===== config.mk =====
export PLATFORM = sky130hd
export DESIGN_NAME = pool_engine_flat
export DESIGN_NICKNAME = d
export VERILOG_FILES = /design/src/rtl/pool_engine_pkg.sv /design/src/rtl/pool_engine_if.sv /design/src/rtl/pool_engine_lane_alu.sv /design/src/rtl/pool_engine.sv /design/src/flat_wrapper.sv
export SDC_FILE = /design/constraint.sdc
export NUM_CORES = 2
export LEC_CHECK = 0
export CORE_ASPECT_RATIO = 0.6
export CORE_MARGIN = 2
export CORE_UTILIZATION = 45
export CTS_BUF_LIST = sky130_fd_sc_hd__clkbuf_4 sky130_fd_sc_hd__clkbuf_8
export CTS_CLUSTER_DIAMETER = 50
export DETAILED_ROUTE_END_ITERATION = 12
export HOLD_SLACK_MARGIN = 0.03
export PLACE_DENSITY = 0.58
export SLEW_MARGIN = 25
export SYNTH_ARGS = -nofsm -noshare
export SYNTH_HDL_FRONTEND = slang
export SYNTH_HIERARCHICAL = 1
export SYNTH_SLANG_ARGS = --single-unit

===== constraint.sdc =====
create_clock -name CLK -period 9.3 [get_ports CLK]
set_input_delay 1.395 -clock CLK [delete_from_list [all_inputs] [get_ports CLK]]
set_output_delay 1.395 -clock CLK [all_outputs]
set_load 0.02 [all_outputs]

===== src/rtl/pool_engine_pkg.sv =====
// Shared types and elaboration helpers for the streaming pooling engine.
package pool_pkg;

  localparam logic MODE_MAX = 1'b0;
  localparam logic MODE_AVG = 1'b1;

  typedef enum logic [1:0] {
    ST_IDLE,
    ST_RUN,
    ST_FLUSH
  } state_t;

  function automatic int unsigned clog2(input int unsigned v);
    int unsigned r;
    r = 0;
    while ((64'd1 << r) < 64'(v)) r++;
    return r;
  endfunction

  // Accumulator wide enough to hold a full-window sum without overflow.
  function automatic int unsigned acc_w(input int unsigned data_width,
                                        input int unsigned pool_x,
                                        input int unsigned pool_y);
    return data_width + clog2(pool_x * pool_y);
  endfunction

endpackage


===== src/rtl/pool_engine_if.sv =====
// Pixel stream in / pooled stream out handshake bundle.
interface pool_engine_if #(
  parameter int unsigned DATA_WIDTH = 16,
  parameter int unsigned NUM_PE     = 4
) ();

  logic                         IN_VALID;
  logic                         IN_READY;
  logic [DATA_WIDTH*NUM_PE-1:0] DATA_IN;
  logic                         OUT_VALID;
  logic                         OUT_READY;
  logic [DATA_WIDTH*NUM_PE-1:0] DATA_OUT;

  modport master (
    output IN_VALID, DATA_IN, OUT_READY,
    input  IN_READY, OUT_VALID, DATA_OUT
  );

  modport slave (
    input  IN_VALID, DATA_IN, OUT_READY,
    output IN_READY, OUT_VALID, DATA_OUT
  );

endinterface


===== src/rtl/pool_engine_lane_alu.sv =====
// Per-lane combine for horizontal and vertical reduction, plus final scale/truncate.
module pool_lane_alu
  import pool_pkg::*;
#(
  parameter int unsigned DATA_WIDTH = 16,
  parameter int unsigned ACC_W      = 18,
  parameter int unsigned SHIFT      = 2
) (
  input  logic                  MODE,
  input  logic                  SEED,
  input  logic [ACC_W-1:0]      ACC_H,
  input  logic [DATA_WIDTH-1:0] PIX,
  input  logic                  FIRST_ROW,
  input  logic [ACC_W-1:0]      ACC_V,
  output logic [ACC_W-1:0]      H_OUT,
  output logic [ACC_W-1:0]      V_OUT,
  output logic [DATA_WIDTH-1:0] RES
);

  logic signed [ACC_W-1:0] pix_ext;
  logic signed [ACC_W-1:0] scaled;

  function automatic logic [ACC_W-1:0] combine(input logic mode,
                                               input logic [ACC_W-1:0] a,
                                               input logic [ACC_W-1:0] b);
    if (mode == MODE_AVG) return a + b;
    return ($signed(a) > $signed(b)) ? a : b;
  endfunction

  assign pix_ext = ACC_W'($signed(PIX));

  always_comb begin
    H_OUT  = SEED ? pix_ext : combine(MODE, ACC_H, pix_ext);
    V_OUT  = FIRST_ROW ? H_OUT : combine(MODE, ACC_V, H_OUT);
    scaled = (MODE == MODE_AVG) ? ($signed(V_OUT) >>> SHIFT) : $signed(V_OUT);
    RES    = scaled[DATA_WIDTH-1:0];
  end

endmodule


===== src/rtl/pool_engine.sv =====
// Streaming non-overlapping POOL_X x POOL_Y max/avg pooling over NUM_PE lanes.
module pool_engine
  import pool_pkg::*;
#(
  parameter int unsigned DATA_WIDTH = 16,
  parameter int unsigned NUM_PE     = 4,
  parameter int unsigned POOL_X     = 2,
  parameter int unsigned POOL_Y     = 2,
  parameter int unsigned MAX_OUT_W  = 32,
  parameter int unsigned DIM_WIDTH  = 10
) (
  input  logic                 CLK,
  input  logic                 RESET,
  input  logic                 START,
  input  logic [DIM_WIDTH-1:0] CFG_ROW_W,
  input  logic [DIM_WIDTH-1:0] CFG_ROWS,
  input  logic                 CFG_MODE,
  pool_engine_if.slave         bus,
  output logic                 BUSY,
  output logic                 DONE
);

  localparam int unsigned ACC_W = acc_w(DATA_WIDTH, POOL_X, POOL_Y);
  localparam int unsigned SHIFT = clog2(POOL_X * POOL_Y);
  localparam int unsigned LX    = clog2(POOL_X);
  localparam int unsigned LY    = clog2(POOL_Y);
  localparam int unsigned OXW   = (clog2(MAX_OUT_W) > 0) ? clog2(MAX_OUT_W) : 1;

  localparam logic [DIM_WIDTH-1:0] PX_LAST = DIM_WIDTH'(POOL_X - 1);
  localparam logic [DIM_WIDTH-1:0] PY_LAST = DIM_WIDTH'(POOL_Y - 1);
  localparam logic [DIM_WIDTH-1:0] OX_LIM  = DIM_WIDTH'(MAX_OUT_W);

  state_t                 state;
  logic [DIM_WIDTH-1:0]   row_w, rows, out_w, out_h;
  logic                   mode;
  logic [DIM_WIDTH-1:0]   x, px, ox, py, y;
  logic                   out_valid;
  logic [DATA_WIDTH*NUM_PE-1:0] data_out;

  logic [ACC_W-1:0] hacc [NUM_PE];
  logic [ACC_W-1:0] rbuf [MAX_OUT_W][NUM_PE];
  logic [ACC_W-1:0] h_out [NUM_PE];
  logic [ACC_W-1:0] v_out [NUM_PE];
  logic [DATA_WIDTH*NUM_PE-1:0] res_bus;

  logic                 in_ready;
  logic                 accept;
  logic [DIM_WIDTH-1:0] col_lim, row_lim;
  logic                 in_win, col_end, row_first, row_last, last_x, last_y;
  logic                 win_done, row_done;
  logic [OXW-1:0]       ox_idx;

  assign in_ready  = (state == ST_RUN) && (!out_valid || bus.OUT_READY);
  assign accept    = bus.IN_VALID && in_ready;

  // Windows never straddle the image edge: columns/rows past the last full window are dropped.
  assign col_lim   = out_w << LX;
  assign row_lim   = out_h << LY;
  assign in_win    = (x < col_lim) && (y < row_lim) && (ox < OX_LIM);
  assign col_end   = (px == PX_LAST);
  assign row_first = (py == '0);
  assign row_last  = (py == PY_LAST);
  assign last_x    = (x == row_w - 1'b1);
  assign last_y    = (y == rows - 1'b1);
  assign ox_idx    = ox[OXW-1:0];
  assign row_done  = accept && in_win && col_end;
  assign win_done  = row_done && row_last;

  assign bus.IN_READY  = in_ready;
  assign bus.OUT_VALID = out_valid;
  assign bus.DATA_OUT  = data_out;

  for (genvar l = 0; l < NUM_PE; l++) begin : g_lane
    pool_lane_alu #(
      .DATA_WIDTH (DATA_WIDTH),
      .ACC_W      (ACC_W),
      .SHIFT      (SHIFT)
    ) u_alu (
      .MODE      (mode),
      .SEED      (px == '0),
      .ACC_H     (hacc[l]),
      .PIX       (bus.DATA_IN[l*DATA_WIDTH +: DATA_WIDTH]),
      .FIRST_ROW (row_first),
      .ACC_V     (rbuf[ox_idx][l]),
      .H_OUT     (h_out[l]),
      .V_OUT     (v_out[l]),
      .RES       (res_bus[l*DATA_WIDTH +: DATA_WIDTH])
    );
  end

  // Datapath storage carries no reset; every window reseeds it before use.
  always_ff @(posedge CLK) begin
    if (accept) begin
      for (int unsigned l = 0; l < NUM_PE; l++) hacc[l] <= h_out[l];
    end
    if (row_done && !row_last) begin
      for (int unsigned l = 0; l < NUM_PE; l++) rbuf[ox_idx][l] <= v_out[l];
    end
  end

  always_ff @(posedge CLK or posedge RESET) begin
    if (RESET) begin
      state     <= ST_IDLE;
      row_w     <= '0;
      rows      <= '0;
      out_w     <= '0;
      out_h     <= '0;
      mode      <= MODE_MAX;
      x         <= '0;
      px        <= '0;
      ox        <= '0;
      py        <= '0;
      y         <= '0;
      out_valid <= 1'b0;
      data_out  <= '0;
      BUSY      <= 1'b0;
      DONE      <= 1'b0;
    end else begin
      DONE <= 1'b0;

      // Load and drain may coincide, so a completing window never waits a bubble.
      if (win_done) begin
        out_valid <= 1'b1;
        data_out  <= res_bus;
      end else if (bus.OUT_READY) begin
        out_valid <= 1'b0;
      end

      case (state)
        ST_IDLE: begin
          if (START) begin
            row_w <= CFG_ROW_W;
            rows  <= CFG_ROWS;
            mode  <= CFG_MODE;
            out_w <= CFG_ROW_W >> LX;
            out_h <= CFG_ROWS >> LY;
            x     <= '0;
            px    <= '0;
            ox    <= '0;
            py    <= '0;
            y     <= '0;
            BUSY  <= 1'b1;
            state <= ST_RUN;
          end
        end
        ST_RUN: begin
          if (accept) begin
            if (last_x) begin
              x  <= '0;
              px <= '0;
              ox <= '0;
              y  <= last_y ? '0 : y + 1'b1;
              py <= row_last ? '0 : py + 1'b1;
              if (last_y) state <= ST_FLUSH;
            end else begin
              x <= x + 1'b1;
              if (col_end) begin
                px <= '0;
                ox <= ox + 1'b1;
              end else begin
                px <= px + 1'b1;
              end
            end
          end
        end
        ST_FLUSH: begin
          if (!out_valid || bus.OUT_READY) begin
            state <= ST_IDLE;
            BUSY  <= 1'b0;
            DONE  <= 1'b1;
          end
        end
        default: state <= ST_IDLE;
      endcase
    end
  end

endmodule


===== src/flat_wrapper.sv =====
// flat-port wrapper written by rule: the top's interface ports become plain ports
module pool_engine_flat import pool_pkg::*;
#(
  parameter int unsigned DATA_WIDTH = 16,
  parameter int unsigned NUM_PE     = 4,
  parameter int unsigned POOL_X     = 2,
  parameter int unsigned POOL_Y     = 2,
  parameter int unsigned MAX_OUT_W  = 32,
  parameter int unsigned DIM_WIDTH  = 10
)
  (CLK, RESET, START, CFG_ROW_W, CFG_ROWS, CFG_MODE, BUSY, DONE, bus_IN_VALID, bus_DATA_IN, bus_OUT_READY, bus_IN_READY, bus_OUT_VALID, bus_DATA_OUT);
  pool_engine_if #(.DATA_WIDTH(DATA_WIDTH), .NUM_PE(NUM_PE)) bus_i ();
  input  logic CLK;
  input  logic RESET;
  input  logic START;
  input  logic [DIM_WIDTH-1:0] CFG_ROW_W;
  input  logic [DIM_WIDTH-1:0] CFG_ROWS;
  input  logic CFG_MODE;
  output logic BUSY;
  output logic DONE;
  input wire logic [$bits(bus_i.IN_VALID)-1:0] bus_IN_VALID;
  input wire logic [$bits(bus_i.DATA_IN)-1:0] bus_DATA_IN;
  input wire logic [$bits(bus_i.OUT_READY)-1:0] bus_OUT_READY;
  output wire logic [$bits(bus_i.IN_READY)-1:0] bus_IN_READY;
  output wire logic [$bits(bus_i.OUT_VALID)-1:0] bus_OUT_VALID;
  output wire logic [$bits(bus_i.DATA_OUT)-1:0] bus_DATA_OUT;
  assign bus_i.IN_VALID = bus_IN_VALID;
  assign bus_i.DATA_IN = bus_DATA_IN;
  assign bus_i.OUT_READY = bus_OUT_READY;
  assign bus_IN_READY = bus_i.IN_READY;
  assign bus_OUT_VALID = bus_i.OUT_VALID;
  assign bus_DATA_OUT = bus_i.DATA_OUT;
  pool_engine #(.DATA_WIDTH(DATA_WIDTH), .NUM_PE(NUM_PE), .POOL_X(POOL_X), .POOL_Y(POOL_Y), .MAX_OUT_W(MAX_OUT_W), .DIM_WIDTH(DIM_WIDTH)) u_core (.CLK(CLK), .RESET(RESET), .START(START), .CFG_ROW_W(CFG_ROW_W), .CFG_ROWS(CFG_ROWS), .CFG_MODE(CFG_MODE), .bus(bus_i), .BUSY(BUSY), .DONE(DONE));
endmodule

# Yosys cells after proc, flatten, opt, wreduce, memory -nomap -nowiden
# Memories as Yosys holds them, arrays and structs flattened.
# Cells that the tools add are included.
word_totals:
  ff_bits: 158
  ram_bits: 2376
  output_inout_bits: 68
  word_cells: 152
  mem_count: 2
memory_table:
  columns: ["memory", "words", "word_bits", "read_ports", "rd_ports_with_merged_regs", "wr", "line_no", "rtl"]
  rows:
  - ["u_core.rbuf", 32, 72, 1, 0, 1, "pool_engine.sv:41", "logic [ACC_W-1:0] rbuf [MAX_OUT_W][NUM_PE];"]
  - ["u_core.hacc", 4, 18, 4, 0, 4, "pool_engine.sv:40", "logic [ACC_W-1:0] hacc [NUM_PE];"]
classes:
  add_sub_neg: 15
  n_lt_le_gt_ge: 11
  n_eq_ne: 12
  n_mux: 74
  n_reduce_logical: 23
op_table:
  columns: ["cell", "count"]
  rows:
  - ["$mux 18", 32]
  - ["$mux 10", 15]
  - ["$add 18x18->18", 8]
  - ["$pmux 10 s2", 5]
  - ["$gt 18x16->1", 4]
  - ["$gt 18x18->1", 4]
  - ["$mux 16", 4]
  - ["$add 10x1->10 const B", 5]
  - ["$eq 10x1->1 const B", 2]
  - ["$eq 10x10->1", 2]
  - ["$logic_not 10->1", 2]
  - ["$lt 10x10->1", 2]
  - ["$sub 10x1->10 const B", 2]
  - ["$mux 1", 11]
  - ["$lt 10x6->1 const B", 1]
  - ["$mux 2", 5]
  - ["$logic_and 1x1->1", 8]
  - ["$ne 2x1->1 const B", 4]
  - ["$reduce_and 4->1", 2]
  - ["$pmux 2 s3", 1]
  - ["$reduce_and 3->1", 2]
  - ["$reduce_bool 2->1", 3]
  - ["$reduce_and 5->1", 1]
  - ["$ne 3x1->1 const B", 1]
  - ["other kinds (8)", 9]

# Depth between registers and ports, before layout
# An unclocked memory read counts as a cell.
logic_depth:
  ltp_word: 10
  ltp_mapped: 25
  mapped_depth_nobuf: 21

# By module
# The synthesis kept the hierarchy.
modules_own_cells:
  columns: ["module", "n_inst", "cells_per_inst", "area_per_inst_um2", "seq_area_each_um2"]
  rows:
  - ["pool_engine", 1, 4255, 95265.1, 74851.8]
  - ["pool_lane_alu (u_core.g_lane[0].u_alu ...)", 3, 602, 4057.6, 0.0]
  - ["pool_lane_alu (u_core.g_lane[3].u_alu)", 1, 595, 4235.3, 0.0]

# Least setup slack after synthesis
# No wires, ideal clock.
synth_timing:
  path_type: "input-to-reg"
  start: "input port bus_DATA_IN[63]"
  end: "memory u_core/rbuf[0][15] (netlist name) (data pin)"
  setup_time_ns: 0.479
  arrival_ns: 6.880
  slack_ns: 1.941
  path_stages: 20
  path_buffers: 3
  cell_sequence: "inv_1 -> ha_1 -> buf_4 -> and4_4 -> nand3_4 -> o31a_4 -> a31o_4 -> or4_1 -> and3_1 -> clkbuf_1 -> ha_1 -> or4_1 -> nor3_2 -> o311a_1 -> o21ba_2 -> a31oi_2 -> nand3_1 -> buf_4 -> o22ai_1 -> a221oi_1"
synth_rtl:
  columns: ["element", "line_no", "rtl"]
  rows:
  - ["start: declaration", "flat_wrapper.sv:22", "input wire logic [$bits(bus_i.DATA_IN)-1:0] bus_DATA_IN;"]
  - ["end: declaration", "pool_engine.sv:41", null]

==> results.json <==
{
  "syn-cell-area_um2": 112000,
  "final_nets": 7464,
  "cts_inserted_buffers": 377,
  "clk_path_buf_depth": 4,
  "rsz0062_at_grt": "no",
  "vias_per_cell": 6.35,
  "wl_met3_mm": 32.3,
  "ioPinCount": 158,
  "maxCapViolCount": 0,
  "cp.depth": 19,
  "routed_wl_mm": 334,
  "period_needed_ns": 7.60,
  "fin_cells": 10600,
  "tightest_slew_ns": 1.07,
  "max_freq_ghz": 0.132,
  "num_rows": 141,
  "setup.worst_path.start_class": "primary input",
  "areaGrowthSynthToFinish_pct": 12.7,
  "dp_hpwl_mm": 184,
  "ys_seq_elements": 2516,
  "drtIter0Drc": 8881,
  "syn_inst": 6656,
  "htreeDepth": 5,
  "cts.sinks": 2516,
  "yosysWarnings": 6,
  "setup_viol_count_final": 0,
  "grt_max_degree": 100,
  "route.detailed.drc": 0,
  "vias": 67400,
  "crit_buf_inv": 3,
  "die_w_um": 647,
  "arrival_ns": 8.14,
  "holdCritPathClass": "reg -> reg",
  "layout_common_cells": "edfxtp_1 (2376), mux4_2 (576), clkbuf_8 (386)",
  "final_core_util_pct": 51.1,
  "postCtsSetupBuffers": 0,
  "critPathSlowestCell": "or4_1",
  "ant_nets": 0,
  "io_buffers": 157,
  "relSlewSlack_pct": 28.7,
  "final_area_um2": 126000,
  "cp_data_required_time_ns": 9.84,
  "critPathCapture": "u_core/rbuf[2][50]",
  "syn-num-nets": 7080,
  "syn_area_per_cell_um2": 16.8,
  "gr-total-overflow": 0,
  "gr-usage-all-layers_pct": 26.1,
  "clkLatencyLatePin_ns": 1.03,
  "root_buffer": "clkbuf_8",
  "coreArea_um2": 246000,
  "finalHoldViolations": 0,
  "r2r-start": "u_core/px[4]",
  "antenna_found_initial": 3,
  "die-area_um2": 252000,
  "die_h_um": 390,
  "grt_pass1_wl_mm": 475,
  "status": "finished clean",
  "critPathTopFamily": "compound AO/OA/AOI/OAI gates",
  "cts-resized-gates": 0,
  "clock_skew_ns": 0.0684,
  "setup_tns_ns": 0,
  "drive_gt1_share_pct": 21.6,
  "met1Wirelength_mm": 154,
  "min_period_over_period_pct": 81.8,
  "cp_max_fo": 32,
  "cts_tree": "done",
  "synth-edff-count": 2376,
  "slowest_delay_ns": 0.97,
  "cp-end-kind": "flip-flop",
  "path_clk_slew_ns": 0.06,
  "highest_layer": "met4",
  "dr_wl_met2_mm": 142,
  "ys_seq_area_share_pct": 67.0,
  "firstDrtPassIters": 6,
  "cts_hold_buffers": 0,
  "worst_setup_path_startpoint": "bus_DATA_IN[31]",
  "cp_cell_sequence": "clkdlybuf4s50_1 > inv_1 > ha_1 > and4_4 > and3_4 > a32o_1 > nor3_1 > buf_4 > a211oi_1 > o221ai_1 > ha_1 > o211ai_1 > nor3_1 > o21ai_1 > a311oi_1 > a31oi_1 > mux2_2 > and2_1 > or4_1",
  "post_dp_cell_area_um2": 118000,
  "ys.flop_type": "edfxtp_1",
  "async_flop_share_pct": 5.56,
  "r2r_slack_ns": 2.08,
  "final_common_cell": "edfxtp_1",
  "gp_congestion": 0.918,
  "grt_pass1_vias": 64500,
  "initial_core_util_pct": 45.3,
  "nFillCells": 20100,
  "reg2reg_depth": 19,
  "ys_types": 106,
  "post_drt_wl_per_cell_um": 31.4,
  "dp_cells": 9946,
  "hold_depth": 1,
  "drv_slew": 0,
  "crit_type": "in -> reg",
  "timing.rr.end": "u_core/rbuf[13][24]"
}
synthesized netlist by cell type (56+ instances only):
cell type  count  area share [%]
a22oi_1      330             2.2
mux2_2        76            0.77
buf_1         64            0.22
a21oi_1      178            0.80
xnor2_1       61            0.48
o21ai_0      196            0.88
ha_1         326             3.7
or3_1         56            0.31
nand2_1      196            0.66
inv_1        298             1.0
nand3_1       88            0.39
nand4_1       97            0.54
dfrtp_1      140             3.1
edfxtp_1    2376              64
clkbuf_1     237            0.80
nor3_1        72            0.32
mux4_2       576              12
nor2_1       260            0.87
cells by family after synthesis:
group / share of synthesized area [%]
DFF: 67.0
AOI/OAI and AO/OA: 8.25
and+or+nand+nor: 5.16
muxes: 12.7
buffers and inverters: 2.25
adders and majority gates: 3.80
xor gates and xnor gates: 0.784
area by class of cell:
class | count | area, um^2 | share of cell area [%]
antenna | 3 | 7.51 | 0.00597
sequential | 2516 | 74900 | 59.5
tap | 3289 | 4120 | 3.27
clock buffer | 508 | 6230 | 4.95
inverter | 303 | 1150 | 0.912
clock inverter | 160 | 1130 | 0.898
timing repair buffer | 345 | 3630 | 2.89
multi-input combinational | 3497 | 34700 | 27.6
worst min-delay path by stage:
stage / startpoint / end / slack [ns]
2_1_floorplan: u_core/py[4] / u_core/py[4] / 0.47
4_1_cts: u_core/bus.DATA_OUT[7] / u_core/bus.DATA_OUT[7] / 0.50
3_3_place_gp: u_core/bus.DATA_OUT[17] / u_core/bus.DATA_OUT[17] / 0.49
5_1_grt: u_core/bus.DATA_OUT[16] / u_core/bus.DATA_OUT[16] / 0.51
3_5_place_dp: u_core/bus.DATA_OUT[32] / u_core/bus.DATA_OUT[32] / 0.49
6_report: u_core/bus.DATA_OUT[7] / u_core/bus.DATA_OUT[7] / 0.50
routing by layer:
layer	up-vias	global-route usage (%)
li1	28000	-
met1	35600	41.6
met2	3493	37.0
met3	417	5.31
met4	0	5.07
met5	-	0
flip-flops by register name, summed over array words and instances (netlist names):
| name | cells |
|---|---|
| u_core/ox | 10 |
| u_core/y | 10 |
| u_core/bus.DATA_OUT | 64 |
| u_core/py | 10 |
| u_core/bus.OUT_VALID | 1 |
| u_core/rows | 10 |
| u_core/rbuf | 2304 |
| u_core/x | 10 |
| u_core/DONE | 1 |
| u_core/px | 10 |
| u_core/hacc | 72 |
| u_core/row_w | 10 |
| u_core/state | 2 |
| u_core/mode | 1 |
| u_core/BUSY | 1 |
stage by stage:
step,hold slack (ns),setup slack [ns]
after floorplan,0.474,1.94
after global placement,0.487,0.957
after detailed placement,0.492,0.836
after CTS,0.504,1.90
after global routing,0.514,1.35
final,0.501,1.70
Power is not shown: default switching activity piles up to over one toggle a cycle in this logic, so the estimate is an artifact.
